## config.mk

```make
export PLATFORM = sky130hd
export DESIGN_NAME = uart_cmd_parser_flat
export DESIGN_NICKNAME = d
export VERILOG_FILES = /design/src/rtl/uart_cmd_parser_if.sv /design/src/rtl/uart_cmd_parser.sv /design/src/flat_wrapper.sv
export SDC_FILE = /design/constraint.sdc
export NUM_CORES = 1
export LEC_CHECK = 0
export ABC_AREA = 1
export CORE_MARGIN = 2
export CORE_UTILIZATION = 35
export CTS_CLUSTER_SIZE = 10
export DETAILED_ROUTE_END_ITERATION = 7
export GPL_TIMING_DRIVEN = 0
export PLACE_DENSITY = 0.54
export REMOVE_ABC_BUFFERS = 1
export SYNTH_ARGS = -nofsm -noshare
export SYNTH_HDL_FRONTEND = slang
export SYNTH_SLANG_ARGS = --single-unit
```

## constraint.sdc

```tcl
create_clock -name i_clk -period 2.35 [get_ports i_clk]
set_clock_uncertainty 0.15 [all_clocks]
set_input_delay 0.5875 -clock i_clk [delete_from_list [all_inputs] [get_ports i_clk]]
set_output_delay 0.5875 -clock i_clk [all_outputs]
set_load 0.005 [all_outputs]
```

## src/rtl/uart_cmd_parser_if.sv

```systemverilog
// Byte-stream input and register-command handshake between the UART side and
// the camera register master. The parser uses the master view.
interface uart_cmd_parser_if;
  logic       rx_valid;
  logic [7:0] rx_data;
  logic       cmd_valid;
  logic       cmd_ready;
  logic       cmd_we;
  logic [7:0] cmd_addr;
  logic [7:0] cmd_wdata;

  modport master (
    input  rx_valid, rx_data, cmd_ready,
    output cmd_valid, cmd_we, cmd_addr, cmd_wdata
  );

  modport slave (
    output rx_valid, rx_data, cmd_ready,
    input  cmd_valid, cmd_we, cmd_addr, cmd_wdata
  );
endinterface

```

## src/rtl/uart_cmd_parser.sv

```systemverilog
// Assembles 5-byte SOF/CMD/ADDR/DATA/CHK frames from the UART byte stream and
// issues valid ones as register read/write requests over valid/ready.
module uart_cmd_parser #(
  parameter logic [7:0]  SOF         = 8'hA5,
  parameter logic [7:0]  CMD_WR      = 8'h57,
  parameter logic [7:0]  CMD_RD      = 8'h52,
  parameter int unsigned TIMEOUT_MAX = 2_500_000
) (
  input  logic                  i_clk,
  input  logic                  i_rst,
  uart_cmd_parser_if.master     bus,
  output logic                  o_busy,
  output logic                  o_err_chk,
  output logic                  o_err_cmd,
  output logic                  o_err_timeout,
  output logic                  o_err_ovf
);

  localparam int unsigned CNT_W = $clog2(TIMEOUT_MAX + 1);

  typedef enum logic [2:0] {
    IDLE     = 3'd0,
    GET_CMD  = 3'd1,
    GET_ADDR = 3'd2,
    GET_DATA = 3'd3,
    GET_CHK  = 3'd4,
    ISSUE    = 3'd5
  } state_t;

  state_t           r_state, w_state_nxt;
  logic [CNT_W-1:0] r_cnt, w_cnt_nxt;
  logic [7:0]       r_cmd, w_cmd_nxt;
  logic [7:0]       r_addr, w_addr_nxt;
  logic [7:0]       r_data, w_data_nxt;
  logic             r_cmd_valid, w_cmd_valid_nxt;
  logic             r_cmd_we, w_cmd_we_nxt;
  logic [7:0]       r_cmd_addr, w_cmd_addr_nxt;
  logic [7:0]       r_cmd_wdata, w_cmd_wdata_nxt;
  logic             r_busy, w_busy_nxt;
  logic             r_err_chk, w_err_chk_nxt;
  logic             r_err_cmd, w_err_cmd_nxt;
  logic             r_err_timeout, w_err_timeout_nxt;
  logic             r_err_ovf, w_err_ovf_nxt;
  logic             w_in_frame;
  logic             w_chk_ok;

  assign w_in_frame = (r_state == GET_CMD) || (r_state == GET_ADDR) ||
                      (r_state == GET_DATA) || (r_state == GET_CHK);
  assign w_chk_ok   = (bus.rx_data == (r_cmd ^ r_addr ^ r_data));

  // Next-state, shadow registers, command fields and error pulses
  always_comb begin
    w_state_nxt       = r_state;
    w_cnt_nxt         = '0;
    w_cmd_nxt         = r_cmd;
    w_addr_nxt        = r_addr;
    w_data_nxt        = r_data;
    w_cmd_valid_nxt   = r_cmd_valid;
    w_cmd_we_nxt      = r_cmd_we;
    w_cmd_addr_nxt    = r_cmd_addr;
    w_cmd_wdata_nxt   = r_cmd_wdata;
    w_err_chk_nxt     = 1'b0;
    w_err_cmd_nxt     = 1'b0;
    w_err_timeout_nxt = 1'b0;
    w_err_ovf_nxt     = 1'b0;

    // A byte arriving on the limit cycle takes priority over the timeout
    if (w_in_frame && !bus.rx_valid) begin
      if (r_cnt == CNT_W'(TIMEOUT_MAX)) begin
        w_err_timeout_nxt = 1'b1;
        w_state_nxt       = IDLE;
      end else begin
        w_cnt_nxt = r_cnt + CNT_W'(1);
      end
    end

    case (r_state)
      IDLE: begin
        if (bus.rx_valid && (bus.rx_data == SOF)) w_state_nxt = GET_CMD;
      end
      GET_CMD: begin
        if (bus.rx_valid) begin
          w_cmd_nxt = bus.rx_data;
          if ((bus.rx_data == CMD_WR) || (bus.rx_data == CMD_RD)) begin
            w_state_nxt = GET_ADDR;
          end else begin
            w_err_cmd_nxt = 1'b1;
            w_state_nxt   = IDLE;
          end
        end
      end
      GET_ADDR: begin
        if (bus.rx_valid) begin
          w_addr_nxt  = bus.rx_data;
          w_state_nxt = GET_DATA;
        end
      end
      GET_DATA: begin
        if (bus.rx_valid) begin
          w_data_nxt  = bus.rx_data;
          w_state_nxt = GET_CHK;
        end
      end
      GET_CHK: begin
        if (bus.rx_valid) begin
          if (w_chk_ok) begin
            w_cmd_we_nxt    = (r_cmd == CMD_WR);
            w_cmd_addr_nxt  = r_addr;
            w_cmd_wdata_nxt = r_data;
            w_cmd_valid_nxt = 1'b1;
            w_state_nxt     = ISSUE;
          end else begin
            w_err_chk_nxt = 1'b1;
            w_state_nxt   = IDLE;
          end
        end
      end
      ISSUE: begin
        if (bus.rx_valid) w_err_ovf_nxt = 1'b1;
        if (r_cmd_valid && bus.cmd_ready) begin
          w_cmd_valid_nxt = 1'b0;
          w_state_nxt     = IDLE;
        end
      end
      default: w_state_nxt = IDLE;
    endcase

    w_busy_nxt = (w_state_nxt != IDLE);
  end

  always_ff @(posedge i_clk) begin
    if (i_rst) begin
      r_state       <= IDLE;
      r_cnt         <= '0;
      r_cmd         <= '0;
      r_addr        <= '0;
      r_data        <= '0;
      r_cmd_valid   <= 1'b0;
      r_cmd_we      <= 1'b0;
      r_cmd_addr    <= '0;
      r_cmd_wdata   <= '0;
      r_busy        <= 1'b0;
      r_err_chk     <= 1'b0;
      r_err_cmd     <= 1'b0;
      r_err_timeout <= 1'b0;
      r_err_ovf     <= 1'b0;
    end else begin
      r_state       <= w_state_nxt;
      r_cnt         <= w_cnt_nxt;
      r_cmd         <= w_cmd_nxt;
      r_addr        <= w_addr_nxt;
      r_data        <= w_data_nxt;
      r_cmd_valid   <= w_cmd_valid_nxt;
      r_cmd_we      <= w_cmd_we_nxt;
      r_cmd_addr    <= w_cmd_addr_nxt;
      r_cmd_wdata   <= w_cmd_wdata_nxt;
      r_busy        <= w_busy_nxt;
      r_err_chk     <= w_err_chk_nxt;
      r_err_cmd     <= w_err_cmd_nxt;
      r_err_timeout <= w_err_timeout_nxt;
      r_err_ovf     <= w_err_ovf_nxt;
    end
  end

  assign bus.cmd_valid = r_cmd_valid;
  assign bus.cmd_we    = r_cmd_we;
  assign bus.cmd_addr  = r_cmd_addr;
  assign bus.cmd_wdata = r_cmd_wdata;
  assign o_busy        = r_busy;
  assign o_err_chk     = r_err_chk;
  assign o_err_cmd     = r_err_cmd;
  assign o_err_timeout = r_err_timeout;
  assign o_err_ovf     = r_err_ovf;

endmodule

```

## src/flat_wrapper.sv

```systemverilog
// flat-port wrapper written by rule: the top's interface ports become plain ports
module uart_cmd_parser_flat 
#(
  parameter logic [7:0]  SOF         = 8'hA5,
  parameter logic [7:0]  CMD_WR      = 8'h57,
  parameter logic [7:0]  CMD_RD      = 8'h52,
  parameter int unsigned TIMEOUT_MAX = 2_500_000
)
  (i_clk, i_rst, o_busy, o_err_chk, o_err_cmd, o_err_timeout, o_err_ovf, bus_rx_valid, bus_rx_data, bus_cmd_ready, bus_cmd_valid, bus_cmd_we, bus_cmd_addr, bus_cmd_wdata);
  uart_cmd_parser_if bus_i ();
  input  logic i_clk;
  input  logic i_rst;
  output logic o_busy;
  output logic o_err_chk;
  output logic o_err_cmd;
  output logic o_err_timeout;
  output logic o_err_ovf;
  input wire logic [$bits(bus_i.rx_valid)-1:0] bus_rx_valid;
  input wire logic [$bits(bus_i.rx_data)-1:0] bus_rx_data;
  input wire logic [$bits(bus_i.cmd_ready)-1:0] bus_cmd_ready;
  output wire logic [$bits(bus_i.cmd_valid)-1:0] bus_cmd_valid;
  output wire logic [$bits(bus_i.cmd_we)-1:0] bus_cmd_we;
  output wire logic [$bits(bus_i.cmd_addr)-1:0] bus_cmd_addr;
  output wire logic [$bits(bus_i.cmd_wdata)-1:0] bus_cmd_wdata;
  assign bus_i.rx_valid = bus_rx_valid;
  assign bus_i.rx_data = bus_rx_data;
  assign bus_i.cmd_ready = bus_cmd_ready;
  assign bus_cmd_valid = bus_i.cmd_valid;
  assign bus_cmd_we = bus_i.cmd_we;
  assign bus_cmd_addr = bus_i.cmd_addr;
  assign bus_cmd_wdata = bus_i.cmd_wdata;
  uart_cmd_parser #(.SOF(SOF), .CMD_WR(CMD_WR), .CMD_RD(CMD_RD), .TIMEOUT_MAX(TIMEOUT_MAX)) u_core (.i_clk(i_clk), .i_rst(i_rst), .bus(bus_i), .o_busy(o_busy), .o_err_chk(o_err_chk), .o_err_cmd(o_err_cmd), .o_err_timeout(o_err_timeout), .o_err_ovf(o_err_ovf));
endmodule
```

After elaboration in Yosys (flattened, before gate mapping)
Cells that the tools add are included.
{"block": "classes", "add_sub_neg": 1, "n_eq_ne": 14, "mux": 19, "bitwise_logic": 7, "n_reduce_logical": 21}
{"operator": "3-bit two-way mux", "count": 9}
{"operator": "8-bit by 7-bit == test with 1-bit output (second input constant)", "count": 3}
{"operator": "22-bit by 1-bit adder with 22-bit output (second input constant)", "count": 1}
{"operator": "22-bit == test (second input constant)", "count": 1}
{"operator": "3-bit one-hot mux with 6 select lines", "count": 1}
{"operator": "8-bit XOR", "count": 2}
{"operator": "3-bit OR reduction", "count": 3}
{"operator": "8-bit == test", "count": 1}
{"operator": "8-bit == test (second input constant)", "count": 1}
{"operator": "1-bit two-way mux", "count": 7}
{"operator": "3-bit by 2-bit == test with 1-bit output (second input constant)", "count": 2}
{"operator": "3-bit == test (second input constant)", "count": 2}
{"operator": "2-bit AND reduction", "count": 3}
{"operator": "1-bit inverter", "count": 5}
{"operator": "1-bit logical OR", "count": 4}
{"operator": "2-bit by 1-bit inequality test with 1-bit output (second input constant)", "count": 2}
{"operator": "4-bit AND reduction", "count": 1}
{"operator": "2-bit OR reduction", "count": 2}
{"operator": "3-bit by 1-bit == test with 1-bit output (second input constant)", "count": 1}
{"operator": "1-bit logical AND", "count": 3}
{"operator": "3-bit logical NOT", "count": 1}
{"operator": "3-bit AND reduction", "count": 1}
{"operator": "3-bit nonzero test", "count": 1}
{"operator": "2-bit two-way mux", "count": 1}
{"operator": "4 further kinds", "count": 4}
{"block": "totals", "register_bits": 72, "in_bits": 12, "wordCells": 76}

Longest topological paths before layout
{"block": "logic_depth", "ltp_word": 9, "depth_mapped": 14, "mapped_depth_nobuf": 14}

Worst setup path after synthesis
OpenSTA, ideal clock, no wires.
{"block": "synth_path", "kind": "input port to flip-flop", "start": "in bus_rx_data[2]", "end": "reg u_core.r_cmd_wdata[1], in the netlist u_core.bus.cmd_wdata[1]", "arrival_ns": 1.694, "required_ns": 2.087, "setup_slack_ns": 0.393, "cell_stages": 12, "cell_sequence": "or2_1 > nand2_1 > nand2_1 > nand2_1 > nand2_1 > nor2_4 > nand3_4 > nor2_8 > inv_4 > buf_6 > nor2_1 > nor2_1"}
{"block": "synth_via", "elab_chain_cells": 2}
{"item": "start, declared", "line": "flat_wrapper.sv:19", "rtl": "input wire logic [$bits(bus_i.rx_data)-1:0] bus_rx_data;"}
{"item": "8-bit == test", "line": "uart_cmd_parser.sv:49", "rtl": "assign w_chk_ok = (bus.rx_data == (r_cmd ^ r_addr ^ r_data));"}
{"item": "3-bit AND reduction (no line)"}
{"item": "end signal, assigned", "line": "uart_cmd_parser.sv:156", "rtl": "r_cmd_wdata <= w_cmd_wdata_nxt;"}
{"item": "end, declared", "line": "uart_cmd_parser.sv:38", "rtl": "logic [7:0] r_cmd_wdata, w_cmd_wdata_nxt;"}
Every way passes these cells.
A chain may end at the register's enable or synchronous reset.

==> run metrics <==
status complete, no violations; Die ar. 0.01090 mm2; cell count after placement 680; Sw Pwr 0.5448 mW; switching share of total power 0.2405; Yosys reg bits 72; Critical Path End Type flip-flop; ANT nets after route 0; Reg2Reg Setup Slack 0.30 ns; Clock power frac 0.419; TNS Setup 0 ns; yosys warns 0; layout net count 577; die width 104.4 um; Top-Level Pins 35; Final setup viols 0; clock-pin slew on the worst setup and hold paths 0.08 ns; ant diodes 0; Slew headroom 0.5952; first-pass GRT wire length 15020 um; Skew-Pair Late Insertion Delay 0.35 ns; worst hold path depth 2; Fmax 0.4494 GHz; max_cap viols 0; final std cells w/o fill 701; Area Overhead vs Synth 20.64%; initial antenna violation count 0; Leakage Power 1.755 nW; num rows 36; Synth Instances 524; grt ovf 0; Post-synth EDFFs 0; arrival time at the worst endpoint 2.32 ns; RR Endpoint u_core.r_cnt[18]; worst slew pin tran 0.6053 ns; Initial Utilization 0.3610; number of port buffers 34; ys async rst share 0; DRC 0; worst path required time 2.44 ns; kind of critical path in -> reg; CTS Hold Bufs 0; Routed WL 8811 um; number of DRC markers in iteration 0 93; drt via density 4.696; Synth cell types 33; Tmin final 2.225 ns; CTS Buffer Depth 2; number of global-route vias before repair 3183; startpoint types primary input; hold path start u_core.bus.cmd_valid; area of the multi-input gates 0.001797 mm2; Final period util 0.9469; HPWL after detailed placement 5947 um; syn avg cell area 6.734 um2; internal power 1.721 mW; pwr dens 532.2 mW/mm2; peak fanout along the critical path 22; sequential cell area 0.001443 mm2; most used flip-flop cell after synthesis dfxtp_1; Flop pwr share 0.538; fill cell count 1071; overall power 2.265 mW; clock root buffer clkbuf_8; H-tree depth 3; Register-to-Register Path Depth 12; Routed WL per cell 12.57 um; Comb pwr share 0.042; CTS sink cnt 72; pin count of the biggest net entering global routing 23; Tot GR Track Use 0.1713; CTS tree built; register area share after synthesis 0.4085; die height 104.4 um; number of buffers created by CTS 9; post-route setup slack 0.1248 ns; gp weighted congestion 0.8862; Core Region 0.009774 mm2; Hold WC Path Type reg -> reg; via count 3292; reg2reg start u_core.r_cnt[0]; Slew Viols, Final 0; share of cells above drive strength 1 0.09859; Max VDD drop 0.2531 mV; RSZ-0062 raised after global routing no; synthesized cell area 0.003528 mm2; hold slack 0.3222 ns; Hold EP u_core.bus.cmd_valid; Hold Fails Final Rpt 0; DP Worst Slack -1.261 ns; TritonRoute pass-1 iters 4
[cells by family (layout without fill, tap and decap cells)]
family | after synthesis | count (layout) | share of synthesized area
adder cells (fa/ha/maj) | 2 | 2 | 0.007091
buffers and inverters | 79 | 123 | 0.09007
flip-flops | 72 | 72 | 0.4085
XOR/XNOR | 11 | 11 | 0.02730
AO/OA/AOI/OAI | 93 | 93 | 0.1355
AND/OR/NAND/NOR | 267 | 267 | 0.3316
[state kept, by name, summed over array words and instances (netlist names)]
name,flops
u_core.r_data,8
u_core.r_addr,8
u_core.r_cnt,22
u_core.bus.cmd_addr,8
u_core.r_state,3
u_core.o_err_timeout,1
u_core.o_busy,1
u_core.bus.cmd_valid,1
u_core.bus.cmd_wdata,8
u_core.r_cmd,8
u_core.o_err_ovf,1
u_core.o_err_cmd,1
u_core.bus.cmd_we,1
u_core.o_err_chk,1
[synthesized netlist by cell type (2+ instances only)]
cell      number  area, um2
nand3_1       25      125.1
inv_1         56      210.2
nor4_1         2      12.51
buf_2          3      15.01
nor3_1        11      55.05
o21ai_1       11      55.05
a21oi_1       43      215.2
nor2_1        76      285.3
inv_2         10      37.54
o21ai_0       34      170.2
nor2_4         2      22.52
xnor2_1        5      43.79
o21a_1         3      22.52
nand4_1       10      62.56
dfxtp_1       72       1441
or2_2          3      18.77
clkbuf_1       5      18.77
ha_1           2      25.02
nor2_2        10      62.56
buf_6          2      22.52
nand2_1      122      457.9
xor2_1         6      52.55
[power groups by stage]
stage,Sequential (mW),Clock (mW),Combinational [mW]
2_1_floorplan,1.25,0,0.0468
3_3_place_gp,1.25,0,0.0891
3_5_place_dp,1.25,0,0.0896
4_1_cts,1.22,0.984,0.0967
5_1_grt,1.22,1.04,0.106
6_report,1.22,0.950,0.0960
[cells in the final DEF, fill, tap and decap left out, types with 10 or more instances in the layout]
master             n
nand2_1          121
nor2_1            74
dfxtp_1           71
inv_1             55
a21oi_1           43
o21ai_0           34
clkdlybuf4s50_1   28
nand3_1           24
clkbuf_8          12
o21ai_1           11
nor3_1            11
inv_2             10
nor2_2            10
nand4_1           10
[worst max-delay path: stages]
cell and delay [ns]:
clkdlybuf4s50_1 0.85, clkinvlp_4 0.59, o21ai_1 0.22, nor2_1 0.06
[metal layers]
metal	track usage	vias to the layer above	wire length, um
met2	0.2923	56	4226
li1	-	1750	-
met1	0.2119	1480	4158
met4	0.06467	0	100
met5	0	-	0
met3	0.03446	6	326
[area by class of cell]
class                           instances  area share
Clock buffer                           12     0.03880
Clock inverter                          4    0.006467
Inverter                               68     0.06143
Multi-Input combinational cell        373      0.4221
Sequential cell                        72      0.3389
Tap cell                              133     0.03909
Timing Repair Buffer                   37     0.08965
Timing Repair inverter                  2    0.003527
[worst max-delay path by stage]
stage,slack [ns],start,depth (start not counted),end
3_3_place_gp,-1.22,i_rst,7,u_core.r_cnt[9]
2_1_floorplan,0.20,i_rst,6,u_core.r_cnt[9]
3_5_place_dp,-1.26,i_rst,7,u_core.r_cnt[9]
5_1_grt,0.02,bus_rx_data[7],13,u_core.bus.cmd_addr[5]
4_1_cts,0.05,bus_rx_data[6],14,u_core.bus.cmd_addr[0]
6_report,0.12,i_rst,4,u_core.bus.cmd_we
[stage by stage]
stage	cell area, um2	util
after detailed placement	3975	0.4067
after floorplan	3468	-
after global routing	4257	0.4355
after global placement	3975	0.4067
final	4257	0.4355
after CTS	4214	0.4311
[repair_timing]
item,in CTS,in global routing
pin swaps,1,1
gates cloned,2,0
gates resized for setup,5,13
buffers inserted,3,0
setup endpoints to repair,64,26
hold endpoints to repair,0,0
Note: power is estimated with default switching activity, not from simulation.
